===== src/rtl/corelet_ctrl_if.sv =====
// Control/status bundle between corelet_ctrl and the corelet, xmem and pmem.
interface corelet_ctrl_if #(
  parameter int unsigned addr_w = 11
);
  logic              start;
  logic [7:0]        num_act;
  logic [3:0]        n_kij;
  logic [addr_w-1:0] w_base;
  logic [addr_w-1:0] a_base;
  logic              l0_o_full;
  logic              ofifo_o_valid;
  logic [33:0]       inst;
  logic              xmem_cen;
  logic [addr_w-1:0] xmem_addr;
  logic              pmem_cen;
  logic              pmem_wen;
  logic [addr_w-1:0] pmem_addr;
  logic              pmem_wsel;
  logic              busy;
  logic              done;

  // Controller side.
  modport master (
    input  start, num_act, n_kij, w_base, a_base, l0_o_full, ofifo_o_valid,
    output inst, xmem_cen, xmem_addr, pmem_cen, pmem_wen, pmem_addr, pmem_wsel, busy, done
  );

  // Corelet / memory / host side.
  modport slave (
    output start, num_act, n_kij, w_base, a_base, l0_o_full, ofifo_o_valid,
    input  inst, xmem_cen, xmem_addr, pmem_cen, pmem_wen, pmem_addr, pmem_wsel, busy, done
  );
endinterface


===== src/rtl/corelet_ctrl.sv =====
// Sequencer for the corelet: per pass loads a weight tile, streams activations and drains
// the OFIFO into pmem; a final phase accumulates the partial sums through the SFP.
module corelet_ctrl #(
  parameter int unsigned row    = 8,
  parameter int unsigned col    = 8,
  parameter int unsigned addr_w = 11
) (
  input logic            clk,
  input logic            reset,
  corelet_ctrl_if.master bus
);

  localparam int unsigned MaxRc = (row > col) ? row : col;
  localparam int unsigned CntW  = ($clog2(MaxRc + 1) > 8) ? $clog2(MaxRc + 1) : 8;
  localparam logic [CntW-1:0]   ColC   = CntW'(col);
  localparam logic [CntW-1:0]   ColM1  = CntW'(col - 1);
  localparam logic [addr_w-1:0] ColA   = addr_w'(col);

  typedef enum logic [2:0] {
    StIdle, StWFill, StWLoad, StGap, StAStream, StDrain, StAcc
  } state_e;

  state_e            state_q, state_d;
  logic [3:0]        k_q, k_d, nk_q, nk_d;
  logic [7:0]        na_q, na_d, o_q, o_d;
  logic [4:0]        ph_q, ph_d;
  logic              skid_q, skid_d;
  logic [CntW-1:0]   rd_cnt_q, rd_cnt_d, wr_cnt_q, wr_cnt_d;
  logic [CntW-1:0]   lrd_cnt_q, lrd_cnt_d, l0_cnt_q, l0_cnt_d, d_cnt_q, d_cnt_d;

  logic              fetch, l0_wr, l0_rd, xrd, exec, drain;
  logic [CntW-1:0]   tgt, na_c;
  logic [4:0]        ph_last;
  logic [addr_w-1:0] k_a, na_a, o_a, x_base;

  // Skid, L0 occupancy and drain qualifiers shared by next-state and output logic.
  always_comb begin
    na_c    = CntW'(na_q);
    ph_last = 5'(nk_q) + 5'd1;
    k_a     = addr_w'(k_q);
    na_a    = addr_w'(na_q);
    o_a     = addr_w'(o_q);
    fetch   = (state_q == StWFill) || (state_q == StAStream);
    tgt     = (state_q == StWFill) ? ColC : na_c;
    l0_wr   = fetch && skid_q && !bus.l0_o_full;
    // Only fetch when the skid slot is free next cycle, so no returned word is ever dropped.
    xrd     = fetch && (rd_cnt_q < tgt) && (!skid_q || l0_wr);
    exec    = (state_q == StAStream) && (l0_cnt_q != '0) && (lrd_cnt_q < na_c);
    l0_rd   = exec || (state_q == StWLoad);
    drain   = ((state_q == StAStream) || (state_q == StDrain)) && bus.ofifo_o_valid &&
              (d_cnt_q < na_c);
    x_base  = (state_q == StWFill) ? bus.w_base + k_a * ColA : bus.a_base + k_a * na_a;
  end

  // Next-state and counter updates.
  always_comb begin
    state_d   = state_q;
    k_d       = k_q;
    nk_d      = nk_q;
    na_d      = na_q;
    o_d       = o_q;
    ph_d      = ph_q;
    skid_d    = xrd || (skid_q && !l0_wr);
    rd_cnt_d  = rd_cnt_q + CntW'(xrd);
    wr_cnt_d  = wr_cnt_q + CntW'(l0_wr);
    lrd_cnt_d = lrd_cnt_q;
    l0_cnt_d  = l0_cnt_q + CntW'(l0_wr) - CntW'(l0_rd);
    d_cnt_d   = d_cnt_q + CntW'(drain);
    unique case (state_q)
      StIdle: begin
        if (bus.start) begin
          na_d      = (bus.num_act == 8'd0) ? 8'd1 : bus.num_act;
          nk_d      = (bus.n_kij == 4'd0) ? 4'd1 : bus.n_kij;
          k_d       = '0;
          rd_cnt_d  = '0;
          wr_cnt_d  = '0;
          lrd_cnt_d = '0;
          l0_cnt_d  = '0;
          d_cnt_d   = '0;
          skid_d    = 1'b0;
          state_d   = StWFill;
        end
      end
      StWFill: begin
        if (l0_wr && (wr_cnt_q == ColM1)) begin
          rd_cnt_d  = '0;
          wr_cnt_d  = '0;
          lrd_cnt_d = '0;
          state_d   = StWLoad;
        end
      end
      StWLoad: begin
        lrd_cnt_d = lrd_cnt_q + CntW'(1);
        if (lrd_cnt_q == ColM1) begin
          lrd_cnt_d = '0;
          state_d   = StGap;
        end
      end
      StGap: state_d = StAStream;
      StAStream: begin
        if (exec) lrd_cnt_d = lrd_cnt_q + CntW'(1);
        if (exec && (lrd_cnt_q == na_c - CntW'(1))) begin
          lrd_cnt_d = '0;
          rd_cnt_d  = '0;
          wr_cnt_d  = '0;
          state_d   = StDrain;
        end
      end
      StDrain: begin
        if (d_cnt_q == na_c) begin
          d_cnt_d = '0;
          k_d     = k_q + 4'd1;
          o_d     = '0;
          ph_d    = '0;
          state_d = (k_q == nk_q - 4'd1) ? StAcc : StWFill;
        end
      end
      StAcc: begin
        // ph 0..nk-1 read, 1..nk accumulate, nk+1 write back.
        ph_d = ph_q + 5'd1;
        if (ph_q == ph_last) begin
          ph_d = '0;
          o_d  = o_q + 8'd1;
          if (o_q == na_q - 8'd1) begin
            o_d     = '0;
            k_d     = '0;
            state_d = StIdle;
          end
        end
      end
      default: state_d = StIdle;
    endcase
  end

  // Decoded outputs: inst bus, memory strobes and status.
  always_comb begin
    bus.inst       = '0;
    bus.inst[0]    = (state_q == StWLoad);
    bus.inst[1]    = exec;
    bus.inst[2]    = l0_wr;
    bus.inst[3]    = l0_rd;
    bus.inst[6]    = drain;
    bus.inst[33]   = (state_q == StAcc) && (ph_q != 5'd0) && (ph_q <= 5'(nk_q));
    bus.xmem_cen   = !xrd;
    bus.xmem_addr  = xrd ? x_base + addr_w'(rd_cnt_q) : '0;
    bus.pmem_cen   = 1'b1;
    bus.pmem_wen   = 1'b1;
    bus.pmem_addr  = '0;
    bus.pmem_wsel  = 1'b0;
    if (drain) begin
      bus.pmem_cen  = 1'b0;
      bus.pmem_wen  = 1'b0;
      bus.pmem_addr = k_a * na_a + addr_w'(d_cnt_q);
    end else if (state_q == StAcc) begin
      if (ph_q < 5'(nk_q)) begin
        bus.pmem_cen  = 1'b0;
        bus.pmem_addr = addr_w'(ph_q) * na_a + o_a;
      end else if (ph_q == ph_last) begin
        bus.pmem_cen  = 1'b0;
        bus.pmem_wen  = 1'b0;
        bus.pmem_wsel = 1'b1;
        bus.pmem_addr = addr_w'(nk_q) * na_a + o_a;
      end
    end
    bus.busy = (state_q != StIdle);
    bus.done = (state_q == StAcc) && (ph_q == ph_last) && (o_q == na_q - 8'd1);
  end

  // State register with synchronous reset; reset also discards any skid data.
  always_ff @(posedge clk) begin
    if (reset) begin
      state_q   <= StIdle;
      k_q       <= '0;
      nk_q      <= '0;
      na_q      <= '0;
      o_q       <= '0;
      ph_q      <= '0;
      skid_q    <= 1'b0;
      rd_cnt_q  <= '0;
      wr_cnt_q  <= '0;
      lrd_cnt_q <= '0;
      l0_cnt_q  <= '0;
      d_cnt_q   <= '0;
    end else begin
      state_q   <= state_d;
      k_q       <= k_d;
      nk_q      <= nk_d;
      na_q      <= na_d;
      o_q       <= o_d;
      ph_q      <= ph_d;
      skid_q    <= skid_d;
      rd_cnt_q  <= rd_cnt_d;
      wr_cnt_q  <= wr_cnt_d;
      lrd_cnt_q <= lrd_cnt_d;
      l0_cnt_q  <= l0_cnt_d;
      d_cnt_q   <= d_cnt_d;
    end
  end

endmodule


===== src/flat_wrapper.sv =====
// flat-port wrapper written by rule: the top's interface ports become plain ports
module corelet_ctrl_flat 
#(
  parameter int unsigned row    = 8,
  parameter int unsigned col    = 8,
  parameter int unsigned addr_w = 11
)
  (clk, reset, bus_start, bus_num_act, bus_n_kij, bus_w_base, bus_a_base, bus_l0_o_full, bus_ofifo_o_valid, bus_inst, bus_xmem_cen, bus_xmem_addr, bus_pmem_cen, bus_pmem_wen, bus_pmem_addr, bus_pmem_wsel, bus_busy, bus_done);
  corelet_ctrl_if #(.addr_w(addr_w)) bus_i ();
  input logic clk;
  input logic reset;
  input wire logic [$bits(bus_i.start)-1:0] bus_start;
  input wire logic [$bits(bus_i.num_act)-1:0] bus_num_act;
  input wire logic [$bits(bus_i.n_kij)-1:0] bus_n_kij;
  input wire logic [$bits(bus_i.w_base)-1:0] bus_w_base;
  input wire logic [$bits(bus_i.a_base)-1:0] bus_a_base;
  input wire logic [$bits(bus_i.l0_o_full)-1:0] bus_l0_o_full;
  input wire logic [$bits(bus_i.ofifo_o_valid)-1:0] bus_ofifo_o_valid;
  output wire logic [$bits(bus_i.inst)-1:0] bus_inst;
  output wire logic [$bits(bus_i.xmem_cen)-1:0] bus_xmem_cen;
  output wire logic [$bits(bus_i.xmem_addr)-1:0] bus_xmem_addr;
  output wire logic [$bits(bus_i.pmem_cen)-1:0] bus_pmem_cen;
  output wire logic [$bits(bus_i.pmem_wen)-1:0] bus_pmem_wen;
  output wire logic [$bits(bus_i.pmem_addr)-1:0] bus_pmem_addr;
  output wire logic [$bits(bus_i.pmem_wsel)-1:0] bus_pmem_wsel;
  output wire logic [$bits(bus_i.busy)-1:0] bus_busy;
  output wire logic [$bits(bus_i.done)-1:0] bus_done;
  assign bus_i.start = bus_start;
  assign bus_i.num_act = bus_num_act;
  assign bus_i.n_kij = bus_n_kij;
  assign bus_i.w_base = bus_w_base;
  assign bus_i.a_base = bus_a_base;
  assign bus_i.l0_o_full = bus_l0_o_full;
  assign bus_i.ofifo_o_valid = bus_ofifo_o_valid;
  assign bus_inst = bus_i.inst;
  assign bus_xmem_cen = bus_i.xmem_cen;
  assign bus_xmem_addr = bus_i.xmem_addr;
  assign bus_pmem_cen = bus_i.pmem_cen;
  assign bus_pmem_wen = bus_i.pmem_wen;
  assign bus_pmem_addr = bus_i.pmem_addr;
  assign bus_pmem_wsel = bus_i.pmem_wsel;
  assign bus_busy = bus_i.busy;
  assign bus_done = bus_i.done;
  corelet_ctrl #(.row(row), .col(col), .addr_w(addr_w)) u_core (.clk(clk), .reset(reset), .bus(bus_i));
endmodule

===== config.mk =====
export PLATFORM = sky130hd
export DESIGN_NAME = corelet_ctrl_flat
export DESIGN_NICKNAME = d
export VERILOG_FILES = /design/src/rtl/corelet_ctrl_if.sv /design/src/rtl/corelet_ctrl.sv /design/src/flat_wrapper.sv
export SDC_FILE = /design/constraint.sdc
export NUM_CORES = 1
export LEC_CHECK = 0
export ABC_AREA = 0
export BUFFER_PORTS_ARGS = -buffer_cell sky130_fd_sc_hd__buf_2
export CORE_MARGIN = 4
export CORE_UTILIZATION = 35
export DETAILED_ROUTE_END_ITERATION = 7
export GPL_TIMING_DRIVEN = 0
export SETUP_SLACK_MARGIN = 0.15
export SKIP_CTS_REPAIR_TIMING = 1
export SLEW_MARGIN = 20
export SYNTH_ARGS = -nofsm -noshare
export SYNTH_HDL_FRONTEND = slang
export SYNTH_SLANG_ARGS = --single-unit

===== constraint.sdc =====
create_clock -name clk -period 5.9 [get_ports clk]
set_clock_uncertainty 0.05 [all_clocks]
set_input_delay 0.885 -clock clk [delete_from_list [all_inputs] [get_ports clk]]
set_output_delay 0.885 -clock clk [all_outputs]
set_load 0.01 [all_outputs]

Yosys cells after proc, flatten, opt, wreduce, memory -nomap -nowiden
Index checks and enable logic that the tools add are counted.
{"block": "classes", "reduce_logical": 39, "multipliers": 3, "mux": 62, "magnitude_cmp": 5, "n_addsub": 18, "eq_ne": 21}
{"op": "2-to-1 mux 8 bit", "n": 20}
{"op": "2-to-1 mux 11 bit", "n": 6}
{"op": "one-hot mux 8 bit (3 select lines)", "n": 2}
{"op": "adder 11 x 8 -> 11 bit", "n": 4}
{"op": "adder 8 x 1 -> 8 bit", "n": 4}
{"op": "one-hot mux 8 bit (2 select lines)", "n": 2}
{"op": "one-hot mux 8 bit (4 select lines)", "n": 1}
{"op": "== test 8 bit", "n": 3}
{"op": "less-than comparator 8 bit", "n": 3}
{"op": "2-to-1 mux 3 bit", "n": 8}
{"op": "multiplier 4 x 8 -> 11 bit", "n": 2}
{"op": "one-hot mux 3 bit (7 select lines)", "n": 1}
{"op": "2-to-1 mux 4 bit", "n": 5}
{"op": "adder 8 x 1 -> 8 bit (second input constant)", "n": 2}
{"op": "== test 8 x 3 -> 1 bit (second input constant)", "n": 2}
{"op": "logical AND 1 bit", "n": 15}
{"op": "2-to-1 mux 1 bit", "n": 13}
{"op": "!= test 2 bit (second input constant)", "n": 6}
{"op": "one-hot mux 4 bit (3 select lines)", "n": 1}
{"op": "adder 11 bit", "n": 1}
{"op": "adder 11 x 7 -> 11 bit", "n": 1}
{"op": "multiplier 5 x 8 -> 11 bit", "n": 1}
{"op": "2-to-1 mux 5 bit", "n": 2}
{"op": "one-hot mux 5 bit (2 select lines)", "n": 1}
{"op": "other kinds (30)", "n": 42}
{"block": "word_totals", "elab_cells": 160, "ff_bits": 73, "output_inout_bits": 62}

Depth between registers and ports, before layout
{"block": "logic_depth", "word_depth": 9, "depth_mapped": 23, "ltp_nobuf": 21}

Worst setup path after synthesis
No wires, ideal clock.
{"block": "synth_timing", "path_type": "register to output", "from": "reg u_core.na_q[2], in the netlist u_core.na_c[2]", "to": "out bus_xmem_addr[10]", "path_slack_ns": 0.024, "n_path_buf": 2, "t_required_ns": 4.965, "stages_incl_launch_ff": 24, "arrival_time_ns": 4.941, "cell_sequence": "dfxtp_1 buf_2 clkbuf_1 nand2_1 fa_1 inv_1 fa_1 inv_1 fa_1 inv_1 ha_1 o21a_1 a211oi_1 nor2_1 o21a_1 nor2_1 xor2_1 a21oi_1 ha_1 a21oi_1 a21oi_1 nand2_1 or3_1 mux2i_1"}
{"block": "synth_between", "elab_chain_cells": 5}
{"item": "from (decl)", "line_no": "corelet_ctrl.sv:25", "rtl": "logic [7:0] na_q, na_d, o_q, o_d;"}
{"item": "from (signal assigned)", "line_no": "corelet_ctrl.sv:188", "rtl": "na_q <= na_d;"}
{"item": "multiplier 4 x 8 -> 11 bit / 2-to-1 mux 8 bit (equally long branches)", "line_no": "corelet_ctrl.sv:52, corelet_ctrl.sv:44"}
{"item": "adder 11 bit / less-than comparator 8 bit (equally long branches)", "line_no": "corelet_ctrl.sv:52, corelet_ctrl.sv:47"}
{"item": "2-to-1 mux 11 bit / logical AND 1 bit (equally long branches)", "line_no": "corelet_ctrl.sv:52, corelet_ctrl.sv:47"}
{"item": "adder 11 x 8 -> 11 bit / logical AND 1 bit (equally long branches)", "line_no": "corelet_ctrl.sv:145, corelet_ctrl.sv:47"}
{"item": "2-to-1 mux 11 bit (*)", "line_no": "corelet_ctrl.sv:145", "rtl": "bus.xmem_addr = xrd ? x_base + addr_w'(rd_cnt_q) : '0;"}
{"item": "to (decl)", "line_no": "flat_wrapper.sv:21", "rtl": "output wire logic [$bits(bus_i.xmem_addr)-1:0] bus_xmem_addr;"}
Mark *: on every way between the ends. The rest lies on a longest branch, timed or not.

Worst setup path after layout
{"block": "layout_timing", "from": "reg u_core.k_q[2]", "to": "out bus_xmem_addr[10]"}
{"block": "layout_between", "elab_chain_cells": 5}
{"item": "from (decl)", "line_no": "corelet_ctrl.sv:24", "rtl": "logic [3:0] k_q, k_d, nk_q, nk_d;"}
{"item": "from (signal assigned)", "line_no": "corelet_ctrl.sv:186", "rtl": "k_q <= k_d;"}
{"item": "multiplier 4 x 8 -> 11 bit", "line_no": "corelet_ctrl.sv:52", "rtl": "x_base = (state_q == StWFill) ? bus.w_base + k_a * ColA : bus.a_base + k_a * na_a;"}
{"item": "adder 11 bit", "line_no": "corelet_ctrl.sv:52"}
{"item": "2-to-1 mux 11 bit (*)", "line_no": "corelet_ctrl.sv:52"}
{"item": "adder 11 x 8 -> 11 bit (*)", "line_no": "corelet_ctrl.sv:145"}
{"item": "2-to-1 mux 11 bit (*)", "line_no": "corelet_ctrl.sv:145"}
Marks and branches as above.

==> impl_metrics.yaml <==
timing:
  setup_slack_ps: -212
  post-route-period-util_pct: 104
  tightest_slew_ps: 1090
  finalSetupViolations: 2
  min_period_ps: 6110
  relSlewSlack_pct: 27.3
  finalMaxSlewViolations: 0
  rsz0062_at_grt: "yes"
  timing_hold_violations_final: 0
  fmax_mhz: 164
logic_synthesis:
  synth.distinct_cells: 71
  synth-seq-cells: 73
  ys_dominant_reg_cell: "dfxtp_1"
  synth_top_cells_by_area: "ha_1 (17%), dfxtp_1 (15%), fa_1 (12%)"
  yosys.area.top_type_share_pct: 16.9
  post_synth_inst_count: 1237
  synth_enable_flop_cells: 0
  async_flop_share_pct: 0
  synth.yosys.seq_area_share_pct: 15.1
  synthesis.yosys.warnings: 0
  syn_area_per_cell_um2: 7.84
  synth.cell_area_mm2: 0.00969
  yosysTopAreaCell: "ha_1"
global_routing:
  overflow: 0
  number_of_antenna_violations_at_the_first_check_in_global_routing: 2
  grt_pass1_vias: 8539
  grt_pass1_wl_mm: 45.5
  maximum_number_of_pins_on_one_net_before_global_route_repair: 14
  overall_global_routing_resource_usage_pct: 18.5
final_layout:
  nets: 1609
  finish.cell_count_without_fillers: 1756
  layout_commonest_cell: "nor2_1"
  design_area_mm2: 0.0116
  post_route_cells_drive_above_1_share_pct: 17.7
  layout.cells.most_common_list: "nor2_1 (137), nand2_1 (131), ha_1 (124), inv_1 (114), buf_2 (76)"
  number_of_diodes_added_for_antenna_fixing: 0
  syn_to_final_growth_pct: 19.2
  finish.utilization_pct: 42.7
clock_tree:
  clock_path_buffers: 2
  clock_tree_from_tritoncts: "built"
  worstSkewPairLatency_ps: 350
  cts.htree.levels: 3
  worst_setup_hold_path_clk_slew_ps: 60
  clock_tree.root_cell: "clkbuf_16"
  cts-buffers-inserted: 9
  cts.sinks: 73
floorplan:
  fp.coreArea_mm2: 0.0271
  io-pin-count: 101
  std_cell_rows: 60
  dieWidth_um: 174
  design.die.area_mm2: 0.0304
  die_height_um: 174
  effective_utilization_at_floorplan_pct: 35.8
placement:
  post-place-ws_ps: -550
  globalplace.congestion: 0.914
  placed_cells: 1709
  port-buffer-count: 72
  dpl.hpwl_mm: 23.2
  placed_area_mm2: 0.0106
hold_path:
  hp-class: "reg2reg"
routing:
  detail_route.iter0.violations: 516
  routed-via-count: 8819
  detail_route.vias_per_cell: 5.02
  drc_errors: 0
  wire_per_inst_um: 16.2
  antenna_violating_nets_left: 0
  detail_route.first_pass.iterations: 5
  drt_wl_total_mm: 28.5
critical_path:
  timing.critical_path.to_type: "primary output"
  cp.arrival_ps: 5180
  timing.critical_path.fanout_max: 9
  startpoint_kind_of_the_worst_setup_timing_path: "register"
  worst-setup-path-type: "reg2out"
  crit_required_ps: 4970
pwr:
  vdd_ir_drop_max_v: 0.000185
  static-leakage-power_nw: 5.54
  cellPowerDensity_mw_per_mm2: 215
run_status:
  violations: "negative setup slack"
  run_status: "finished, violations left"
job:
  number_of_maximum_capacitance_violations: 0
==> final timing paths <==
kind	start	slack, ps	to	cells after the start
max	u_core.k_q[2]$_SDFFE_PP0P_	-210	bus_xmem_addr[10]	23
max reg2reg	u_core.state_q[2]$_SDFFE_PP0P_	980	u_core.rd_cnt_q[6]$_SDFF_PP0_	19
min reg2reg	u_core.na_c[1]$_SDFFE_PP0P_	460	u_core.na_c[1]$_SDFFE_PP0P_	2
min	u_core.na_c[1]$_SDFFE_PP0P_	460	u_core.na_c[1]$_SDFFE_PP0P_	2
==> worst max-delay path: stages, from the launching register on <==
cell	delay (ps)
dfxtp_4	370
buf_6	130
nand2_1	70
fa_1	500
inv_1	50
fa_1	510
inv_2	60
fa_2	590
inv_4	50
ha_4	220
o21a_1	130
a211oi_2	240
nor2_1	90
o21a_1	180
nor2_1	120
xor2_1	170
a21oi_1	100
ha_1	350
a21oi_2	70
a21oi_2	140
nand2_1	70
or3_1	330
mux2i_2	140
buf_2	150
==> metal layers <==
| layer | vias up | track usage (%) | routed length, um |
|---|---|---|---|
| met4 | 4 | 4.06 | 553 |
| met5 | - | 0 | 23 |
| met3 | 46 | 2.52 | 1740 |
| met2 | 257 | 30.3 | 12900 |
| li1 | 4381 | - | - |
| met1 | 4131 | 26.0 | 13300 |
==> synthesized netlist by cell type, drive strengths merged, types with 13 or more instances <==
| cell | instances |
|---|---|
| a21o | 16 |
| nand2b | 13 |
| ha | 131 |
| and2 | 29 |
| xor2 | 47 |
| a21oi | 74 |
| fa | 60 |
| o21ai | 42 |
| inv | 118 |
| nor2 | 137 |
| buf | 43 |
| nand2 | 134 |
| dfxtp | 73 |
| nand3 | 27 |
| clkbuf | 32 |
| nor3 | 25 |
| xnor2 | 71 |
==> area by class of cell <==
cell class | count | area (um^2)
clock inverters | 5 | 38.8
repair buffers | 104 | 598
plain buffers | 75 | 524
fillers | 2744 | 15500
well taps | 372 | 465
multi-input cells | 994 | 7730
inverters | 122 | 468
clock buffers | 11 | 243
flip-flops and latches | 73 | 1490
==> state kept, by name, summed over array words and instances (netlist names) <==
signal	flops
u_core.lrd_cnt_q	8
u_core.rd_cnt_q	8
u_core.k_q	4
u_core.d_cnt_q	8
u_core.wr_cnt_q	8
u_core.skid_q	1
u_core.l0_cnt_q	8
u_core.state_q	3
u_core.ph_q	5
u_core.o_q	8
u_core.nk_q	4
u_core.na_c	8
==> where the power goes <==
group / switching [mW] / total (mW) / internal (mW)
Sequential: 0.0444 / 0.586 / 0.542
Clock: 0.226 / 0.525 / 0.298
Combinational: 0.821 / 1.38 / 0.557
Total: 1.09 / 2.49 / 1.40
==> through the flow <==
stage	hold WS [ps]	TNS [ps]	total power [mW]
floorplan	424	0	1.53
global placement	448	-1620	1.87
detailed placement	453	-1870	1.89
CTS	462	-5400	2.43
global route	479	-1100	2.69
finish	456	-236	2.49
==> cells by family (layout without fill, tap and decap cells) <==
family | count (synthesis) | count (layout) | synth area share (%)
AND/OR/NAND/NOR | 443 | 443 | 21.6
AO/OA/AOI/OAI | 208 | 208 | 13.6
buffers and inverters | 197 | 317 | 8.98
adder cells (fa/ha/maj) | 191 | 191 | 29.3
XOR/XNOR | 119 | 119 | 10.9
flip-flops | 73 | 73 | 15.1
multiplexers | 5 | 5 | 0.516
other | 1 | 28 | 0.0387
No activity file was read; power rests on OpenSTA's default activity.
